## config.mk

```make
export PLATFORM = sky130hd
export DESIGN_NAME = pipe_enable_regbank
export DESIGN_NICKNAME = d
export VERILOG_FILES = /design/src/rtl/pipe_regbank_pkg.sv /design/src/rtl/pipe_enable_divider.sv /design/src/rtl/pipe_enable_regbank.sv
export SDC_FILE = /design/constraint.sdc
export NUM_CORES = 1
export LEC_CHECK = 0
export ABC_AREA = 1
export BUFFER_PORTS_ARGS = -buffer_cell sky130_fd_sc_hd__buf_4
export CORE_MARGIN = 4
export CORE_UTILIZATION = 50
export CTS_BUF_LIST = sky130_fd_sc_hd__clkbuf_16
export CTS_CLUSTER_DIAMETER = 30
export DETAILED_ROUTE_END_ITERATION = 8
export PLACE_DENSITY = 0.75
export SYNTH_ARGS = -nofsm -noshare
export SYNTH_HDL_FRONTEND = slang
export SYNTH_SLANG_ARGS = --single-unit
```

## constraint.sdc

```tcl
create_clock -name clock -period 1.4 [get_ports clock]
set_input_delay 0.14 -clock clock [delete_from_list [all_inputs] [get_ports clock]]
set_output_delay 0.14 -clock clock [all_outputs]
set_load 0.1 [all_outputs]
```

## src/rtl/pipe_regbank_pkg.sv

```systemverilog
`default_nettype none
// ============================================================================
// Module      : pipe_regbank_pkg
// Description : Register map offsets and bit positions shared by the pipe
//               enable register bank and its per-channel divider.
// Revision    : 1.0 - initial release
// ============================================================================
package pipe_regbank_pkg;

    // Per-channel register pair: CTRL at even offset, DIV at odd offset
    localparam int CTRL_OFS    = 0;
    localparam int DIV_OFS     = 1;
    localparam int STRIDE      = 2;

    // CTRL register bit positions
    localparam int EN_BIT      = 0;
    localparam int ONESHOT_BIT = 1;

    // STATUS follows the last channel pair
    function automatic int status_ofs(input int num_ch);
        return STRIDE * num_ch;
    endfunction

    // INFO follows STATUS
    function automatic int info_ofs(input int num_ch);
        return STRIDE * num_ch + 1;
    endfunction

endpackage
`default_nettype wire

```

## src/rtl/pipe_enable_divider.sv

```systemverilog
`default_nettype none
// ============================================================================
// Module      : pipe_enable_divider
// Description : One channel of programmable strobe generation. Counts 0..div
//               while enabled and emits a registered one-cycle strobe on the
//               terminal count. A restart (register write) forces the count
//               back to zero and suppresses the strobe on that edge.
// Revision    : 1.0 - initial release
// ============================================================================
module pipe_enable_divider #(
    parameter int DIV_WIDTH = 8
) (
    input  logic                 clock,
    input  logic                 reset,
    input  logic                 en,
    input  logic                 oneshot,
    input  logic [DIV_WIDTH-1:0] div,
    input  logic                 restart,
    output logic                 strobe,
    output logic                 oneshot_done
);

    logic [DIV_WIDTH-1:0] r_cnt;
    logic                 w_terminal;

    // A restart takes precedence so the first strobe after a write lands
    // exactly div+1 cycles after the write edge.
    assign w_terminal   = en && !restart && (r_cnt == div);
    assign oneshot_done = w_terminal && oneshot;

    // Counter and registered strobe
    always_ff @(posedge clock or negedge reset) begin
        if (!reset) begin
            r_cnt  <= '0;
            strobe <= 1'b0;
        end else begin
            strobe <= w_terminal;
            if (restart || !en || w_terminal) begin
                r_cnt <= '0;
            end else begin
                r_cnt <= r_cnt + 1'b1;
            end
        end
    end

endmodule
`default_nettype wire

```

## src/rtl/pipe_enable_regbank.sv

```systemverilog
`default_nettype none
// ============================================================================
// Module      : pipe_enable_regbank
// Description : Bus-programmable bank of NUM_CH periodic pipe-enable strobes
//               with per-channel enable, one-shot mode, divide ratio and
//               sticky W1C done status.
// Revision    : 1.0 - initial release
// ============================================================================
module pipe_enable_regbank
    import pipe_regbank_pkg::*;
#(
    parameter int ADDR_WIDTH = 8,
    parameter int DATA_WIDTH = 32,
    parameter int NUM_CH     = 4,
    parameter int DIV_WIDTH  = 8,
    parameter int BASE_ADDR  = 'h40
) (
    input  logic                  clock,
    input  logic                  reset,
    input  logic [ADDR_WIDTH-1:0] address,
    input  logic                  write_enable,
    input  logic [DATA_WIDTH-1:0] write_data,
    input  logic                  read_enable,
    output logic [DATA_WIDTH-1:0] read_data,
    output logic                  read_valid,
    output logic                  read_error,
    output logic [NUM_CH-1:0]     pipe_enable,
    output logic                  done_irq
);

    logic [1:0]            r_ctrl [NUM_CH];
    logic [DIV_WIDTH-1:0]  r_div  [NUM_CH];
    logic [NUM_CH-1:0]     r_done;

    logic [31:0]           w_addr32;
    int                    w_ofs;
    logic [NUM_CH-1:0]     w_ctrl_wr;
    logic [NUM_CH-1:0]     w_div_wr;
    logic                  w_status_wr;
    logic [NUM_CH-1:0]     w_w1c;
    logic [NUM_CH-1:0]     w_oneshot_done;
    logic [DATA_WIDTH-1:0] w_rdata;
    logic                  w_mapped;
    logic                  w_unused;

    // Upper write_data bits have no storage behind them
    assign w_unused = ^write_data;

    // Offset relative to the bank base; negative means below the bank
    assign w_addr32 = 32'(address);
    assign w_ofs    = int'(w_addr32) - BASE_ADDR;

    // Write decode
    always_comb begin
        w_ctrl_wr = '0;
        w_div_wr  = '0;
        for (int ch = 0; ch < NUM_CH; ch++) begin
            w_ctrl_wr[ch] = write_enable && (w_ofs == STRIDE * ch + CTRL_OFS);
            w_div_wr[ch]  = write_enable && (w_ofs == STRIDE * ch + DIV_OFS);
        end
        w_status_wr = write_enable && (w_ofs == status_ofs(NUM_CH));
        w_w1c       = w_status_wr ? write_data[NUM_CH-1:0] : '0;
    end

    // Read mux; unmapped offsets return zero and flag an error
    always_comb begin
        w_rdata  = '0;
        w_mapped = 1'b0;
        for (int ch = 0; ch < NUM_CH; ch++) begin
            if (w_ofs == STRIDE * ch + CTRL_OFS) begin
                w_rdata  = DATA_WIDTH'(r_ctrl[ch]);
                w_mapped = 1'b1;
            end
            if (w_ofs == STRIDE * ch + DIV_OFS) begin
                w_rdata  = DATA_WIDTH'(r_div[ch]);
                w_mapped = 1'b1;
            end
        end
        if (w_ofs == status_ofs(NUM_CH)) begin
            w_rdata  = DATA_WIDTH'(r_done);
            w_mapped = 1'b1;
        end
        if (w_ofs == info_ofs(NUM_CH)) begin
            w_rdata[7:0]  = 8'(NUM_CH);
            w_rdata[15:8] = 8'(DIV_WIDTH);
            w_mapped      = 1'b1;
        end
    end

    // Control storage: bus writes win over the one-shot self-clear of EN,
    // and a hardware DONE set wins over a simultaneous W1C.
    always_ff @(posedge clock or negedge reset) begin
        if (!reset) begin
            for (int ch = 0; ch < NUM_CH; ch++) begin
                r_ctrl[ch] <= '0;
                r_div[ch]  <= '0;
            end
            r_done   <= '0;
            done_irq <= 1'b0;
        end else begin
            for (int ch = 0; ch < NUM_CH; ch++) begin
                if (w_ctrl_wr[ch]) begin
                    r_ctrl[ch] <= write_data[ONESHOT_BIT:EN_BIT];
                end else if (w_oneshot_done[ch]) begin
                    r_ctrl[ch][EN_BIT] <= 1'b0;
                end
                if (w_div_wr[ch]) begin
                    r_div[ch] <= write_data[DIV_WIDTH-1:0];
                end
            end
            r_done   <= (r_done & ~w_w1c) | w_oneshot_done;
            done_irq <= |r_done;
        end
    end

    // Registered read response; data holds between reads
    always_ff @(posedge clock or negedge reset) begin
        if (!reset) begin
            read_data  <= '0;
            read_valid <= 1'b0;
            read_error <= 1'b0;
        end else begin
            read_valid <= read_enable;
            read_error <= read_enable && !w_mapped;
            if (read_enable) begin
                read_data <= w_rdata;
            end
        end
    end

    for (genvar ch = 0; ch < NUM_CH; ch++) begin : g_ch
        pipe_enable_divider #(
            .DIV_WIDTH (DIV_WIDTH)
        ) u_divider (
            .clock        (clock),
            .reset        (reset),
            .en           (r_ctrl[ch][EN_BIT]),
            .oneshot      (r_ctrl[ch][ONESHOT_BIT]),
            .div          (r_div[ch]),
            .restart      (w_ctrl_wr[ch] | w_div_wr[ch]),
            .strobe       (pipe_enable[ch]),
            .oneshot_done (w_oneshot_done[ch])
        );
    end

endmodule
`default_nettype wire

```

==> results.tsv <==
metric	value	unit
status	finished with violations	
violations	setup timing	
grtUsageTotal	0.208	
finClkSkew	0.00532	ns
max_freq	707	MHz
initial_core_util	0.522	
power_frac_comb	0.158	
routedWlPerCell	14.2	um
root_buffer	clkbuf_16	
tns	-0.0486	ns
via_count	4123	
hp-start	write_data[0]	
mostFrequentLayoutCell	nand2_1	
syn-instance-count	572	
seq_area_frac_synth	0.468	
finalNetCount	726	
setup_viol	4	
min_to	r_div[16]$_DFFE_PN0P_	
leakage	3.15	nW
most-common-layout-cells	nand2_1 (123), buf_4 (102), dfrtp_1 (90)	
grt-ovfl-total	0	
final.period_utilization	1.01	
syn_to_final_growth	26.8	%
max-clock-path-buffers	2	
drv_slew	0	
pwr-share-clk	0.383	
die_area	11500	sq um
yosys_register_bits	92	
grt_pass1_wl	19000	um
cp-start-kind	register	
antenna_cells	0	
worstHoldPathType	in -> reg	
numPlacedInstances	788	
ys_warn_count	0	
min_period	1.42	ns
clk_pin_slew	0.06	ns
worstSetupEndpointType	register	
critical_path_arrival	1.69	ns
die_height	107	um
firstDrtPassIters	5	
drc_errors	0	
grt_pass1_vias	4051	
antenna_found_initial	0	
wl	11500	um
setup_slack	-0.0151	ns
die_w	107	um
critPathMaxFanout	4	
whs_path_depth	3	
placeableCoreArea	9420	sq um
synth.distinct_cells	42	
reg2reg_depth	6	
synth_edf_count	0	
final_layout_size_suffix_gt1_frac	0.319	
p_int	0.00436	W
ant_nets	0	
drt-vias-per-instance	5.08	
reg2reg_from	g_ch[3].u_divider.r_cnt[2]$_DFF_PN0_	
p_sw	0.00175	W
place_congestion	0.953	
timing.max_cap.violations	0	
hpwl	8450	um
swShare	0.286	
multiInputGateArea	2400	sq um
place_ws	-0.105	ns
placementRows	35	
syn_area	4920	sq um
ys.flop_type	dfrtp_1	
fin_worst_hold_slack	0.0276	ns
rrSetupSlack	-0.02	ns
rsz0062_at_grt	yes	
fin_cells	812	
cts_sinks	92	
io_buffers	35	
async_flop_share	1.00	
cts_tree	yes	
crit_required	1.68	ns
p_per_area	981	nW/um^2
power.share.sequential	0.459	
htreeDepth	3	
drt-initial-drc-count	220	
regArea	2300	sq um
finalHoldViolCount	0	
grt_max_degree	34	
crit_type	reg -> reg	
r2r_end	r_done[3]$_DFF_PN0_	
cts_made_buffers	9	
insertion_delay	0.34	ns
peakVddDrop	0.000725	V
nFillCells	737	
ios	83	
avgSynthCellArea	8.59	sq um
## kinds of logic after synthesis
kind of cell    synth area share
buf+inv                    0.102
other cells             0.000763
simple gates               0.265
xor+xnor                  0.0677
flops                      0.468
fa+ha+maj                 0.0102
compound gates            0.0858
## synth_stat cells, types with 2 or more instances
| cell | count | area (sq um) |
|---|---|---|
| xnor2_1 | 13 | 114 |
| xor2_1 | 25 | 219 |
| o21ai_0 | 29 | 145 |
| inv_2 | 11 | 41.3 |
| dfrtp_1 | 92 | 2300 |
| buf_2 | 3 | 15.0 |
| nand3b_1 | 4 | 30.0 |
| nor2_8 | 4 | 80.1 |
| or2_2 | 4 | 25.0 |
| nor3_1 | 4 | 20.0 |
| nor2_4 | 2 | 22.5 |
| nor3_2 | 3 | 30.0 |
| buf_6 | 3 | 33.8 |
| o22ai_1 | 3 | 18.8 |
| clkbuf_1 | 2 | 7.51 |
| nand2_1 | 130 | 488 |
| nand3_1 | 24 | 120 |
| ha_1 | 4 | 50.1 |
| inv_1 | 52 | 195 |
| o21ai_2 | 12 | 105 |
| nand3_2 | 2 | 20.0 |
| a21oi_1 | 13 | 65.1 |
| nor2_2 | 5 | 31.3 |
| nor3b_1 | 8 | 60.1 |
| nand2_2 | 10 | 62.6 |
| o21ai_1 | 9 | 45.0 |
| buf_4 | 27 | 203 |
| nand4_1 | 12 | 75.1 |
| nor2_1 | 49 | 184 |
## stage by stage
step                      utilization  cell area [sq um]  total power [W]
final                           0.662               6230          0.00611
after global routing            0.662               6230          0.00633
after CTS                       0.640               6020          0.00611
after detailed placement        0.602               5660          0.00376
after global placement          0.602               5660          0.00374
after floorplan                     -               5000          0.00351
## routing by layer
metal / vias up / share of wire / GRT usage
li1: 2005 / - / -
met1: 1945 / 0.43 / 0.276
met2: 144 / 0.49 / 0.345
met3: 29 / 0.061 / 0.0319
met4: 0 / 0.022 / 0.0749
met5: - / 0 / 0
## sequential cells by signal (all words and copies together) (netlist names)
register               flops
read_data                  9
g_ch.u_divider.r_cnt      32
r_done                     4
done_irq                   1
g_ch.u_divider.strobe      4
read_error                 1
r_div                     32
read_valid                 1
r_ctrl                     8
## final cells by class
class	instances	share of cell area
Timing Repair Buffer	108	0.135
Tap cell	129	0.0259
Multi-Input combinational cell	403	0.385
Inverter	64	0.0393
Clock inverter	7	0.00944
Sequential cell	92	0.370
Clock buffer	9	0.0361
## worst max-delay path: stages (launching register included)
cell	delay (ns)
dfrtp_1	0.43
xnor2_1	0.15
nand4_1	0.12
or2_4	0.27
nand3b_1	0.18
buf_4	0.16
nand2_2	0.04
## power groups by stage
stage / combinational, W / clock (W) / sequential (W)
after floorplan: 0.000596 / 0 / 0.00291
after global placement: 0.000896 / 0 / 0.00285
after detailed placement: 0.000910 / 0 / 0.00285
after CTS: 0.000943 / 0.00236 / 0.00280
after global routing: 0.00104 / 0.00248 / 0.00281
final: 0.000963 / 0.00234 / 0.00281
## worst max-delay path by stage
stage                                         startpoint                    end  slack (ns)  cells after the start
detailed placement                            address[7]    r_done[2]$_DFF_PN0_       -0.11                     10
global placement    g_ch[3].u_divider.r_cnt[2]$_DFF_PN0_  r_ctrl[0]$_DFFE_PN0P_       -0.08                      6
global route        g_ch[3].u_divider.r_cnt[2]$_DFF_PN0_    r_done[3]$_DFF_PN0_       -0.12                      6
finish              g_ch[3].u_divider.r_cnt[2]$_DFF_PN0_    r_done[3]$_DFF_PN0_       -0.02                      6
floorplan                           r_div[9]$_DFFE_PN0P_  r_ctrl[2]$_DFFE_PN0P_        0.01                      5
CTS                 g_ch[3].u_divider.r_cnt[2]$_DFF_PN0_  r_ctrl[0]$_DFFE_PN0P_       -0.04                      6
## repair_timing
item / 4_1_cts / 5_1_grt
gates resized for setup: 13 / 47
endpoints found under the hold margin: 30 / 0
cloned: 0 / 0
hold buffers: 2 / 0
pin swaps: 4 / 19
endpoints found under the setup margin: 33 / 37
setup buffers: 1 / 5
(Power assumes the default switching activity.)
